**config.mk**
```make
export PLATFORM = sky130hd
export DESIGN_NAME = student_sample_writer_flat
export DESIGN_NICKNAME = d
export VERILOG_FILES = /design/src/rtl/student_sample_writer_if.sv /design/src/rtl/student_sample_writer.sv /design/src/flat_wrapper.sv
export SDC_FILE = /design/constraint.sdc
export NUM_CORES = 1
export LEC_CHECK = 0
export ABC_CLOCK_PERIOD_IN_PS = 2700
export CORE_MARGIN = 8
export CORE_UTILIZATION = 48
export DETAILED_ROUTE_END_ITERATION = 16
export HOLD_SLACK_MARGIN = 0.12
export MAX_ROUTING_LAYER = met4
export PLACE_DENSITY = 0.8
export SETUP_SLACK_MARGIN = 0.2
export SLEW_MARGIN = 20
export SYNTH_ARGS = -nofsm -noshare
export SYNTH_HDL_FRONTEND = slang
export SYNTH_SLANG_ARGS = --single-unit
```
**constraint.sdc**
```tcl
create_clock -name clk_i -period 2.7 [get_ports clk_i]
set_input_delay 0.54 -clock clk_i [delete_from_list [all_inputs] [get_ports clk_i]]
set_output_delay 0.54 -clock clk_i [all_outputs]
set_load 0.03 [all_outputs]
```
**src/rtl/student_sample_writer_if.sv**
```systemverilog
`default_nettype none
// +----------------------------------------------------------------------------+
// | student_sample_writer_if                                                     |
// | DPRAM port A write bus plus FIR-engine frame request/acknowledge handshake.  |
// | Rev 1.0 - initial release                                                    |
// +----------------------------------------------------------------------------+
interface student_sample_writer_if #(
  parameter int AddrWidth = 10,
  parameter int DataSize  = 16
);
  logic                 ena_o;
  logic                 wea_o;
  logic [AddrWidth-1:0] addra_o;
  logic [DataSize-1:0]  dia_o;
  logic                 frame_req_o;
  logic [AddrWidth-1:0] head_addr_o;
  logic                 frame_ack_i;

  modport master (
    output ena_o, wea_o, addra_o, dia_o, frame_req_o, head_addr_o,
    input  frame_ack_i
  );

  modport slave (
    input  ena_o, wea_o, addra_o, dia_o, frame_req_o, head_addr_o,
    output frame_ack_i
  );
endinterface
`default_nettype wire

```
**src/rtl/student_sample_writer.sv**
```systemverilog
`default_nettype none
// +----------------------------------------------------------------------------+
// | student_sample_writer                                                        |
// | Circular-buffer sample writer into DPRAM port A with FIR head-address        |
// | handshake. Optional STUDENT_SAMPLE_WRITER_DROP_CNT_EN adds drop_cnt_o.       |
// | Rev 1.0 - initial release                                                    |
// +----------------------------------------------------------------------------+
module student_sample_writer #(
  parameter int AddrWidth = 10,
  parameter int DataSize  = 16,
  parameter int Depth     = 1024
) (
  input  logic                 clk_i,
  input  logic                 rst_ni,
  input  logic                 enable_i,
  input  logic                 clear_i,
  input  logic [DataSize-1:0]  sample_i,
  input  logic                 sample_stb_i,
  student_sample_writer_if.master dp,
  output logic                 primed_o,
  output logic [AddrWidth:0]   fill_o,
  output logic                 overrun_o
`ifdef STUDENT_SAMPLE_WRITER_DROP_CNT_EN
  ,
  output logic [15:0]          drop_cnt_o
`endif
);

  localparam logic [AddrWidth-1:0] LAST_ADDR = AddrWidth'(Depth - 1);
  localparam logic [AddrWidth:0]   FULL_FILL = (AddrWidth + 1)'(Depth);

  typedef enum logic [1:0] {
    ST_IDLE  = 2'd0,
    ST_WRITE = 2'd1,
    ST_REQ   = 2'd2
  } state_e;

  state_e               state_q, state_d;
  logic [AddrWidth-1:0] wr_ptr_q, wr_ptr_d;
  logic [AddrWidth-1:0] head_q, head_d;
  logic [AddrWidth-1:0] addra_q, addra_d;
  logic [DataSize-1:0]  dia_q, dia_d;
  logic                 ena_q, ena_d;
  logic [AddrWidth:0]   fill_q, fill_d;
  logic                 primed_q, primed_d;
  logic                 overrun_q, overrun_d;
  logic                 w_strobe;
  logic                 w_capture;
  logic                 w_drop;
`ifdef STUDENT_SAMPLE_WRITER_DROP_CNT_EN
  logic [15:0]          drop_cnt_q, drop_cnt_d;
`endif

  assign w_strobe = sample_stb_i & enable_i;

  always_comb begin
    state_d   = state_q;
    wr_ptr_d  = wr_ptr_q;
    head_d    = head_q;
    addra_d   = addra_q;
    dia_d     = dia_q;
    ena_d     = 1'b0;
    fill_d    = fill_q;
    overrun_d = overrun_q;
    w_capture = 1'b0;
    w_drop    = 1'b0;

    if (clear_i) begin
      state_d   = ST_IDLE;
      wr_ptr_d  = '0;
      fill_d    = '0;
      overrun_d = 1'b0;
    end else begin
      case (state_q)
        ST_IDLE: w_capture = w_strobe;
        ST_WRITE: begin
          head_d   = wr_ptr_q;
          wr_ptr_d = (wr_ptr_q == LAST_ADDR) ? '0 : wr_ptr_q + 1'b1;
          if (fill_q != FULL_FILL) fill_d = fill_q + 1'b1;
          state_d  = ST_REQ;
          w_drop   = w_strobe;
        end
        ST_REQ: begin
          if (dp.frame_ack_i) begin
            state_d   = ST_IDLE;
            w_capture = w_strobe;
          end else begin
            w_drop = w_strobe;
          end
        end
        default: state_d = ST_IDLE;
      endcase

      // Capture registers the write address and data so port A holds them afterwards.
      if (w_capture) begin
        state_d = ST_WRITE;
        ena_d   = 1'b1;
        addra_d = wr_ptr_q;
        dia_d   = sample_i;
      end
      if (w_drop) overrun_d = 1'b1;
    end

    primed_d = (fill_d == FULL_FILL);
  end

`ifdef STUDENT_SAMPLE_WRITER_DROP_CNT_EN
  always_comb begin
    drop_cnt_d = drop_cnt_q;
    if (clear_i) drop_cnt_d = '0;
    else if (w_drop && (drop_cnt_q != 16'hFFFF)) drop_cnt_d = drop_cnt_q + 16'd1;
  end

  always_ff @(posedge clk_i) begin
    if (!rst_ni) drop_cnt_q <= '0;
    else         drop_cnt_q <= drop_cnt_d;
  end

  assign drop_cnt_o = drop_cnt_q;
`endif

  always_ff @(posedge clk_i) begin
    if (!rst_ni) begin
      state_q   <= ST_IDLE;
      wr_ptr_q  <= '0;
      head_q    <= '0;
      addra_q   <= '0;
      dia_q     <= '0;
      ena_q     <= 1'b0;
      fill_q    <= '0;
      primed_q  <= 1'b0;
      overrun_q <= 1'b0;
    end else begin
      state_q   <= state_d;
      wr_ptr_q  <= wr_ptr_d;
      head_q    <= head_d;
      addra_q   <= addra_d;
      dia_q     <= dia_d;
      ena_q     <= ena_d;
      fill_q    <= fill_d;
      primed_q  <= primed_d;
      overrun_q <= overrun_d;
    end
  end

  assign dp.ena_o       = ena_q;
  assign dp.wea_o       = ena_q;
  assign dp.addra_o     = addra_q;
  assign dp.dia_o       = dia_q;
  assign dp.frame_req_o = (state_q == ST_REQ);
  assign dp.head_addr_o = head_q;
  assign fill_o         = fill_q;
  assign primed_o       = primed_q;
  assign overrun_o      = overrun_q;

endmodule
`default_nettype wire

```
**src/flat_wrapper.sv**
```systemverilog
// flat-port wrapper written by rule: the top's interface ports become plain ports
module student_sample_writer_flat 
#(
  parameter int AddrWidth = 10,
  parameter int DataSize  = 16,
  parameter int Depth     = 1024
)
  (clk_i, rst_ni, enable_i, clear_i, sample_i, sample_stb_i, primed_o, fill_o, overrun_o, dp_ena_o, dp_wea_o, dp_addra_o, dp_dia_o, dp_frame_req_o, dp_head_addr_o, dp_frame_ack_i);
  student_sample_writer_if #(.AddrWidth(AddrWidth), .DataSize(DataSize)) dp_i ();
  input  logic clk_i;
  input  logic rst_ni;
  input  logic enable_i;
  input  logic clear_i;
  input  logic [DataSize-1:0] sample_i;
  input  logic sample_stb_i;
  output logic primed_o;
  output logic [AddrWidth:0] fill_o;
  output logic overrun_o;
  output wire logic [$bits(dp_i.ena_o)-1:0] dp_ena_o;
  output wire logic [$bits(dp_i.wea_o)-1:0] dp_wea_o;
  output wire logic [$bits(dp_i.addra_o)-1:0] dp_addra_o;
  output wire logic [$bits(dp_i.dia_o)-1:0] dp_dia_o;
  output wire logic [$bits(dp_i.frame_req_o)-1:0] dp_frame_req_o;
  output wire logic [$bits(dp_i.head_addr_o)-1:0] dp_head_addr_o;
  input wire logic [$bits(dp_i.frame_ack_i)-1:0] dp_frame_ack_i;
  assign dp_ena_o = dp_i.ena_o;
  assign dp_wea_o = dp_i.wea_o;
  assign dp_addra_o = dp_i.addra_o;
  assign dp_dia_o = dp_i.dia_o;
  assign dp_frame_req_o = dp_i.frame_req_o;
  assign dp_head_addr_o = dp_i.head_addr_o;
  assign dp_i.frame_ack_i = dp_frame_ack_i;
  student_sample_writer #(.AddrWidth(AddrWidth), .DataSize(DataSize), .Depth(Depth)) u_core (.clk_i(clk_i), .rst_ni(rst_ni), .enable_i(enable_i), .clear_i(clear_i), .sample_i(sample_i), .sample_stb_i(sample_stb_i), .dp(dp_i), .primed_o(primed_o), .fill_o(fill_o), .overrun_o(overrun_o));
endmodule
```
Word-level counts from Yosys, hierarchy flattened
Cells that the tools add are included.
- register bits after elaboration: 62
- latch bits: 0
- RAM bits: 0
- ROM bits: 0
- input port bits: 22
- output and inout bits: 52
- word-level logic and storage cells: 45
- memories kept: 0
- add/sub/neg operators: 2
- multipliers: 0
- div/mod/pow operators: 0
- magnitude comparators: 0
- equal/unequal tests: 8
- shift operators: 0
- mux-type cells: 14
- bitwise logic cells: 4
- reductions and logical operators: 7
- operator list (cell ; number):
    2-to-1 mux 11 bit ; 3
    adder 11 x 1 -> 11 bit (second input constant) ; 1
    == test 11 bit (second input constant) ; 1
    inequality test 11 bit (second input constant) ; 1
    adder 10 x 1 -> 10 bit (second input constant) ; 1
    == test 10 bit (second input constant) ; 1
    2-to-1 mux 10 bit ; 1
    AND reduction 2 bit ; 4
    2-to-1 mux 1 bit ; 6
    case mux 2 bit (3 select lines) ; 1
    inequality test 2 x 1 -> 1 bit (second input constant) ; 2
    case mux 1 bit (2 select lines) ; 2
    inequality test 3 x 1 -> 1 bit (second input constant) ; 1
    NOT 1 bit ; 3
    OR reduction 3 bit ; 1
    == test 2 x 1 -> 1 bit (second input constant) ; 1
    == test 2 bit (second input constant) ; 1
    logical NOT 2 bit ; 1
    2-to-1 mux 2 bit ; 1
    OR reduction 2 bit ; 1
    bitwise AND 1 bit ; 1

Longest topological paths before layout
Gate-level depths: netlist of the first run.
- depth in word-level cells: 6
- depth in mapped cells: 9
- gate-level depth less buffers: 7

Worst setup path after synthesis of the first run
OpenSTA, ideal clock, no wires.
- path type: flip-flop to flip-flop
- from: register u_core.state_q[1]
- to: register u_core.primed_q, in the netlist u_core.primed_o
- library setup time: 0.088 ns
- arrival: 1.834 ns
- slack: 0.778 ns
- cell stages (with the launch flop): 8
- buffers on the path: 0
- clock period less this slack: 1.922 ns
- path through: dfxtp_1 inv_1 ha_1 and4_4 and3_4 or3_1 a221o_1 nor4_2
- longest elaborated chain between the ends: 4
- RTL lines (what ; line ; text):
    start, declared ; student_sample_writer.sv:38 ; state_e state_q, state_d;
    start signal, assigned ; student_sample_writer.sv:134 ; state_q <= state_d;
    == test 2 x 1 -> 1 bit ; student_sample_writer.sv:74 ; case (state_q)
    2-to-1 mux 11 bit ; student_sample_writer.sv:74 ;
    2-to-1 mux 11 bit ; student_sample_writer.sv:68 ; if (clear_i) begin
    == test 11 bit ; student_sample_writer.sv:104 ; primed_d = (fill_d == FULL_FILL);
    end signal, assigned ; student_sample_writer.sv:141 ; primed_q <= primed_d;
    end, declared ; student_sample_writer.sv:45 ; logic primed_q, primed_d;
Every way passes these cells.
A chain may end at the register's enable or synchronous reset.

Worst setup path in the final report of the first run
- from: register u_core.fill_q[2], in the netlist u_core.fill_o[2]
- to: output fill_o[2]
- RTL lines (what ; line ; text):
    start, declared ; student_sample_writer.sv:44 ; logic [AddrWidth:0] fill_q, fill_d;
    start signal, assigned ; student_sample_writer.sv:140 ; fill_q <= fill_d;
    end, declared ; flat_wrapper.sv:17 ; output logic [AddrWidth:0] fill_o;
No word-level cell between the ends.

==> tab_implementation.tex, run 1 <==
\begin{tabular}{lr}
\hline
Metric & Value \\
\hline
\multicolumn{2}{l}{\textbf{Run status}} \\
\quad Result of the run & complete, no violations \\
\multicolumn{2}{l}{\textbf{Power and ir drop}} \\
\quad Switch share & 0.218 \\
\quad Fraction of power consumed by sequential logic & 0.496 \\
\quad Combinational group share of total power & 0.069 \\
\quad Power density over the cells & 509 mW/mm² \\
\quad Fraction of power consumed by the clock network & 0.434 \\
\quad Leakage power of the design & 1.23 nW \\
\quad Max IR drop VDD & 0.325 mV \\
\quad Cell-internal power & 0.00146 W \\
\quad Power spent charging and discharging nets & 0.000409 W \\
\multicolumn{2}{l}{\textbf{Final layout}} \\
\quad Fraction of layout cells with a size suffix above 1 & 0.0707 \\
\quad Fraction of the core area covered by cells at the end of the flow & 0.668 \\
\quad Number of nets at the end of the flow & 419 \\
\quad Synthesis-to-layout area growth & 34.9\% \\
\quad Number of diodes added for antenna fixing & 0 \\
\multicolumn{2}{l}{\textbf{Setup path}} \\
\quad Data arrival time at the worst-slack endpoint & 1650 ps \\
\quad Peak fanout along the critical path & 11 \\
\quad Cell with the largest stage delay on the worst path & clkdlybuf4s50\_1 \\
\quad Kind of cell with the highest combined delay on the critical path & buffers and inverters \\
\quad Combined buffer and inverter count along the critical path & 1 \\
\quad Worst endpoint required time & 2160 ps \\
\quad Type of the worst setup path & flop to output pin \\
\quad Crit end category & output pin \\
\quad Startpoint type of the worst setup path & flop \\
\quad Worst R2R Setup Slack & 620 ps \\
\quad Crit-path cells & clkdlybuf4s50\_1 \\
\quad Worst path max stage delay & 760 ps \\
\multicolumn{2}{l}{\textbf{Clock tree}} \\
\quad Clock-pin slew on the worst setup and hold paths & 70 ps \\
\quad Setup fix buffers added after clock tree synthesis & 0 \\
\quad H-tree levels & 3 \\
\quad Clock sink total & 62 \\
\quad Maximum number of buffers from clock root to sink & 2 \\
\quad Clock latency at the later pin of the worst-skew pair & 320 ps \\
\quad Clock root buffer & clkbuf\_8 \\
\quad Clock buffers created by TritonCTS & 9 \\
\quad TritonCTS clock tree & done \\
\quad Count of hold buffers inserted by post-cts repair & 0 \\
\quad Post-cts resize count & 0 \\
\multicolumn{2}{l}{\textbf{Hold path}} \\
\quad Class of the tightest hold or removal check & flop to flop \\
\multicolumn{2}{l}{\textbf{Synth}} \\
\quad Number of flops mapped to enable cells by yosys & 0 \\
\quad Top cell type's share of synthesized area & 0.455 \\
\quad Post-synthesis register bit count & 62 \\
\quad Cell accounting for the most synthesized area & dfxtp\_1 \\
\quad Most frequently used cell type in the post-synthesis netlist & nand2\_1 \\
\quad Portion of netlist area occupied by mux cells & 0.00367 \\
\quad Post-synth net total & 349 \\
\quad Total of warnings raised by yosys & 0 \\
\quad Post-synthesis instance area & 0.00273 mm² \\
\quad Distinct cell type count of the synthesized netlist & 44 \\
\quad Simple-gate share of the synthesized area & 0.251 \\
\quad Fraction of registers with async set or reset after synthesis & 0 \\
\quad Share of synthesized area occupied by flip-flops and latches & 0.455 \\
\quad Leading cell types by count after synthesis & nand2\_1, dfxtp\_1, a21boi\_1 \\
\quad Arithmetic-cell share of the synthesized area counting full adders, half adders and majority gates & 0.0275 \\
\quad Post-Synth XOR/XNOR Area & 0.0611 \\
\quad Synth Flop Type & dfxtp\_1 \\
\quad Compound-gate portion of the synthesized area & 0.148 \\
\quad Dominant cells by area after synthesis & dfxtp\_1, nand2\_1, a21boi\_1 \\
\quad Per-instance average area after synthesis & 8.49 µm² \\
\quad Main combinational cell family by area after synthesis & simple AND/OR/NAND/NOR gates \\
\quad Number of instances in the synthesized netlist & 321 \\
\multicolumn{2}{l}{\textbf{Route}} \\
\quad Number of DRC markers after the initial detailed-route iteration & 157 \\
\quad Routed Antenna Nets & 0 \\
\quad Number of remaining DRC errors & 0 \\
\quad Via count & 2391 \\
\quad Post-Route WL & 6480 µm \\
\quad Detailed-routing iteration count for the pre-antenna-repair pass & 4 \\
\quad WL per Instance & 13.8 µm \\
\quad Mean number of vias per cell & 5.11 \\
\multicolumn{2}{l}{\textbf{Place}} \\
\quad Placer's final routability congestion estimate & 0.874 \\
\quad Port bufs & 73 \\
\quad Half-perimeter wire length after detailed placement & 4630 µm \\
\multicolumn{2}{l}{\textbf{Floorplan}} \\
\quad Area of the die & 0.00834 mm² \\
\quad Height of the chip & 91.3 µm \\
\quad Area of the core & 0.00551 mm² \\
\quad Number of placement rows & 27 \\
\quad Initial standard-cell utilization of the core & 0.495 \\
\quad IO Count & 74 \\
\quad Die width & 91.3 µm \\
\multicolumn{2}{l}{\textbf{GRT}} \\
\quad Via count of the first global-routing pass & 2389 \\
\quad Grt total ovfl & 0 \\
\quad Wire length of the first global-routing pass & 11200 µm \\
\quad Largest net degree at the start of global routing & 39 \\
\quad GRT Resource Usage Total & 0.167 \\
\quad Initial antenna violation count & 0 \\
\multicolumn{2}{l}{\textbf{Timing}} \\
\quad Worst slew pin tran & 905 ps \\
\quad Post-route clock period utilization & 0.810 \\
\quad Max Clock Skew & 5.07 ps \\
\quad Slew headroom & 0.396 \\
\quad Unrepaired setup endpoints after global routing & false \\
\quad Number of max-slew violations in the final report & 0 \\
\quad Minimum clock period & 2190 ps \\
\quad Fin Setup TNS & 0 ps \\
\quad Count of final setup violators & 0 \\
\quad Max Freq & 457 MHz \\
\quad Final hold violations & 0 \\
\multicolumn{2}{l}{\textbf{Run}} \\
\quad Max-cap check violation count & 0 \\
\hline
\end{tabular}
-- cell families after synthesis --
logic type               Yosys count
flip-flops                        62
AND/OR/NAND/NOR                  149
buffers and inverters             27
adder cells (fa/ha/maj)            6
AO/OA/AOI/OAI                     57
multiplexers                       1
XOR/XNOR                          19
-- final cells by class --
type / count / area, µm²
clock buffers: 13 / 159
clock inverters: 3 / 42.5
fillers: 465 / 1830
inverters: 7 / 26.3
well taps: 72 / 90.1
flip-flops and latches: 62 / 1240
multi-input cells: 232 / 1340
repair buffers: 79 / 776
-- flip-flops by register name (all words and copies together) (netlist names) --
register,cells
u_core.dp.addra_o,10
u_core.dp.ena_o,1
u_core.state_q,2
u_core.overrun_o,1
u_core.fill_o,11
u_core.dp.dia_o,16
u_core.wr_ptr_q,10
u_core.dp.head_addr_o,10
u_core.primed_o,1
-- metal layers --
layer  GRT usage  part of all wire  vias up
li1            -                 -     1212
met3      0.0486             0.061        8
met1       0.199              0.46     1109
met2       0.258              0.46       62
met4      0.0655             0.012        0
met5           -                 0        -
-- through the flow --
stage | hold slack, ps | std cells | instance area [µm²] | power [W] | worst slack (ps)
4_1_cts | 456 | 468 | 3680 | 0.00190 | 495
6_report | 449 | 468 | 3680 | 0.00187 | 512
3_3_place_gp | 439 | 452 | 3480 | 0.00108 | 330
5_1_grt | 469 | 468 | 3680 | 0.00195 | 365
2_1_floorplan | 468 | 321 | 2730 | 0.00102 | 778
3_5_place_dp | 446 | 452 | 3480 | 0.00108 | 239
-- cells in the final DEF, fill, tap and decap left out, types with 2 or more instances in the layout --
master,Yosys,routed
nor2_1,25,24
ha_1,6,6
clkbuf_1,13,2
nand3_1,8,8
inv_1,6,6
or3_1,4,4
nor3_1,5,5
clkdlybuf4s50_1,0,73
xnor2_1,11,11
o21ai_1,2,2
and2_1,2,2
nand4_1,5,5
nand2b_1,2,2
a31oi_1,2,2
buf_4,1,6
xor2_1,8,8
nand2_1,85,85
clkbuf_8,0,11
dfxtp_1,62,62
a21oi_1,8,8
a21boi_1,36,36
o21ai_0,2,2
-- worst paths after layout --
| kind | cells after the start | to | startpoint |
|---|---|---|---|
| min | 2 | u_core.overrun_o | u_core.overrun_o |
| max reg2reg | 7 | u_core.dp.dia_o[8] | u_core.state_q[0] |
| max | 1 | fill_o[2] | u_core.fill_o[2] |
| min reg2reg | 2 | u_core.overrun_o | u_core.overrun_o |
-- power groups by stage --
stage / sequential (W) / clock (W) / combinational, W
6_report: 0.000930 / 0.000813 / 0.000130
4_1_cts: 0.000930 / 0.000835 / 0.000132
3_5_place_dp: 0.000950 / 0 / 0.000131
3_3_place_gp: 0.000950 / 0 / 0.000130
5_1_grt: 0.000930 / 0.000878 / 0.000141
2_1_floorplan: 0.000966 / 0 / 0.0000530
No activity file was read; power rests on OpenSTA's default activity.
==> inputs of run 2 (changes only) <==
ABC_CLOCK_PERIOD_IN_PS = 2300   (was 2700)
clock period = 2.3 ns   (was 2.7 ns; I/O delays follow)
==> tab_implementation.tex, run 2 (synthesis gave the netlist of run 1 again) <==
\begin{tabular}{lr}
\hline
Metric & Value \\
\hline
\multicolumn{2}{l}{\textbf{Timing}} \\
\quad Unrepaired setup endpoints after global routing & false \\
\quad Max Clock Skew & 4.06 ps (-1.01 ps) \\
\quad Slew headroom & 0.644 (+0.248) \\
\quad Worst setup slack after layout & 273 ps (-239 ps) \\
\quad Minimum clock period & 2030 ps \\
\quad Final hold violations & 0 (unchanged) \\
\quad Worst slew pin tran & 531 ps (-374 ps) \\
\quad Number of max-slew violations in the final report & 0 (unchanged) \\
\quad Max Freq & 493 MHz \\
\quad Count of final setup violators & 0 (unchanged) \\
\quad Fin Setup TNS & 0 ps (unchanged) \\
\quad Post-route clock period utilization & 0.881 \\
\multicolumn{2}{l}{\textbf{Setup path}} \\
\quad Data arrival time at the worst-slack endpoint & 1570 ps (-80 ps) \\
\quad Peak fanout along the critical path & 8 (-3) \\
\quad Worst R2R Setup Slack & 320 ps (-300 ps) \\
\quad Kind of cell with the highest combined delay on the critical path & buffers and inverters \\
\quad Worst endpoint required time & 1840 ps (-320 ps) \\
\quad Startpoint type of the worst setup path & flop \\
\quad Reg-to-reg critical path startpoint & u\_core.state\_q[1] \\
\quad Critical path startpoint & u\_core.fill\_o[3] \\
\quad Crit end category & output pin \\
\quad Crit-path cells & clkdlybuf4s50\_1 \\
\quad Cell with the largest stage delay on the worst path & clkdlybuf4s50\_1 \\
\quad Type of the worst setup path & flop to output pin \\
\quad Worst path max stage delay & 740 ps (-20 ps) \\
\quad Combined buffer and inverter count along the critical path & 1 (unchanged) \\
\multicolumn{2}{l}{\textbf{Run status}} \\
\quad Result of the run & complete, no violations \\
\multicolumn{2}{l}{\textbf{Route}} \\
\quad Routed Antenna Nets & 0 (unchanged) \\
\quad Post-Route WL & 6540 µm (+0.97\%) \\
\quad Number of DRC markers after the initial detailed-route iteration & 112 (-29\%) \\
\quad Via count & 2388 (-0.13\%) \\
\quad Mean number of vias per cell & 5.10 (-0.13\%) \\
\quad WL per Instance & 14.0 µm (+0.97\%) \\
\quad Detailed-routing iteration count for the pre-antenna-repair pass & 6 (+2) \\
\quad Number of remaining DRC errors & 0 (unchanged) \\
\multicolumn{2}{l}{\textbf{Hold path}} \\
\quad Class of the tightest hold or removal check & flop to flop \\
\quad Origin of the worst min-delay path & u\_core.dp.dia\_o[2] \\
\multicolumn{2}{l}{\textbf{Power and ir drop}} \\
\quad Leakage power of the design & 1.28 nW (+4.0\%) \\
\quad Max IR drop VDD & 0.450 mV (+38\%) \\
\quad Power density over the cells & 618 mW/mm² (+21\%) \\
\multicolumn{2}{l}{\textbf{Floorplan}} \\
\quad Height of the chip & 91.3 µm (unchanged) \\
\quad Initial standard-cell utilization of the core & 0.495 (unchanged) \\
\quad Area of the die & 0.00834 mm² (unchanged) \\
\quad Area of the core & 0.00551 mm² (unchanged) \\
\quad IO Count & 74 (unchanged) \\
\quad Die width & 91.3 µm (unchanged) \\
\quad Number of placement rows & 27 (unchanged) \\
\multicolumn{2}{l}{\textbf{Final layout}} \\
\quad Number of nets at the end of the flow & 419 (unchanged) \\
\quad Max FFs per register & 16 (unchanged) \\
\quad Sequential cell area in the final layout & 0.00124 mm² (unchanged) \\
\quad Highest-count cells in the layout ignoring fill and taps & nand2\_1, clkdlybuf4s50\_1, dfxtp\_1 \\
\quad Area taken by multi-input logic gates & 0.00134 mm² (unchanged) \\
\quad Fraction of layout cells with a size suffix above 1 & 0.0682 (-0.00253) \\
\quad Synthesis-to-layout area growth & 36.1\% \\
\quad Layout filler cell count & 478 (+2.8\%) \\
\quad Most frequent standard cell in the layout excluding fill and tap cells & nand2\_1 \\
\quad Number of diodes added for antenna fixing & 0 (unchanged) \\
\multicolumn{2}{l}{\textbf{Clock tree}} \\
\quad Clock-pin slew on the worst setup and hold paths & 70 ps (about the same) \\
\quad Maximum number of buffers from clock root to sink & 2 (unchanged) \\
\quad H-tree levels & 3 (unchanged) \\
\quad Clock sink total & 62 (unchanged) \\
\quad TritonCTS clock tree & done \\
\quad Clock root buffer & clkbuf\_8 \\
\quad Setup fix buffers added after clock tree synthesis & 0 (unchanged) \\
\quad Clock latency at the later pin of the worst-skew pair & 330 ps (about the same) \\
\quad Clock buffers created by TritonCTS & 9 (unchanged) \\
\multicolumn{2}{l}{\textbf{GRT}} \\
\quad Grt total ovfl & 0 (unchanged) \\
\quad Wire length of the first global-routing pass & 11100 µm (-1.4\%) \\
\quad Via count of the first global-routing pass & 2352 (-1.5\%) \\
\quad GRT Resource Usage Total & 0.168 (+0.00171) \\
\quad Largest net degree at the start of global routing & 39 (unchanged) \\
\quad Initial antenna violation count & 0 (unchanged) \\
\multicolumn{2}{l}{\textbf{Place}} \\
\quad Half-perimeter wire length after detailed placement & 4650 µm (+0.50\%) \\
\quad Port bufs & 73 (unchanged) \\
\quad Placer's final routability congestion estimate & 0.922 (+5.5\%) \\
\quad Place WS & 305 ps (+66.3 ps) \\
\multicolumn{2}{l}{\textbf{Run}} \\
\quad Max-cap check violation count & 0 (unchanged) \\
\hline
\end{tabular}
[run 2: cell count changes in the layout (fill, tap and decap cells not counted), sizes merged]
cell	previous run	this run
clkdlybuf4s50	73	70
dlygate4sd2	0	1
bufinv	1	2
dlymetal6s2s	0	2
clkinv	1	0
[run 2: power breakdown]
group / switching (W) / internal (W) / total, W
Clock: 0.000405 / 0.000641 / 0.00105
Sequential: 0.00000648 / 0.00108 / 0.00109
Combinational: 0.0000781 / 0.0000771 / 0.000155
[run 2: final timing paths]
kind / endpoint / cells after the start
setup / recovery: fill_o[3] / 1
hold reg to reg: u_core.dp.dia_o[2] / 2
hold / removal: u_core.dp.dia_o[2] / 2
setup reg to reg: u_core.primed_o / 7
[run 2: timing repair]
action                     4_1_cts  5_1_grt
cloned                           0        0
resized for setup                1        2
setup endpoints to repair        1        2
hold buffers                     0        0
[run 2: worst register-to-register path: cells and delay by family (launching register included)]
kind	cells	cell delay (ps)
flip-flops	1	350
AO/OA/AOI/OAI	1	350
AND/OR/NAND/NOR	4	920
buffers and inverters	1	80
adder cells (fa/ha/maj)	1	210
[run 2: layer usage]
metal	share of wire	GRT usage	vias up
met4	0.025	0.0941	0
met5	0	-	-
met3	0.071	0.0634	14
li1	-	-	1207
met1	0.44	0.187	1093
met2	0.46	0.256	74
[run 2: cell type report]
type	count	share of cell area
Clock buffer	13	0.0401
Clock inverter	3	0.0182
Inverter	7	0.00709
Multi-Input combinational cell	232	0.362
Sequential cell	62	0.335
Tap cell	72	0.0243
Timing Repair Buffer	79	0.214
[run 2: through the flow]
step / std cells / hold WS (ps) / power, W / utilization / cell area (µm²)
finish: 468 / 451 / 0.00229 / 0.673 / 3710
global route: 468 / 471 / 0.00238 / 0.673 / 3710
CTS: 468 / 454 / 0.00232 / 0.673 / 3700
detailed placement: 452 / 444 / 0.00127 / 0.633 / 3490
global placement: 452 / 440 / 0.00127 / 0.633 / 3490
floorplan: 321 / 468 / 0.00120 / - / 2730
==> inputs of run 3 (changes only) <==
CTS_CLUSTER_DIAMETER = 50   (was not set)
==> results of run 3 <==
The final DEF is identical to that of run 2; final timing and power are the same.
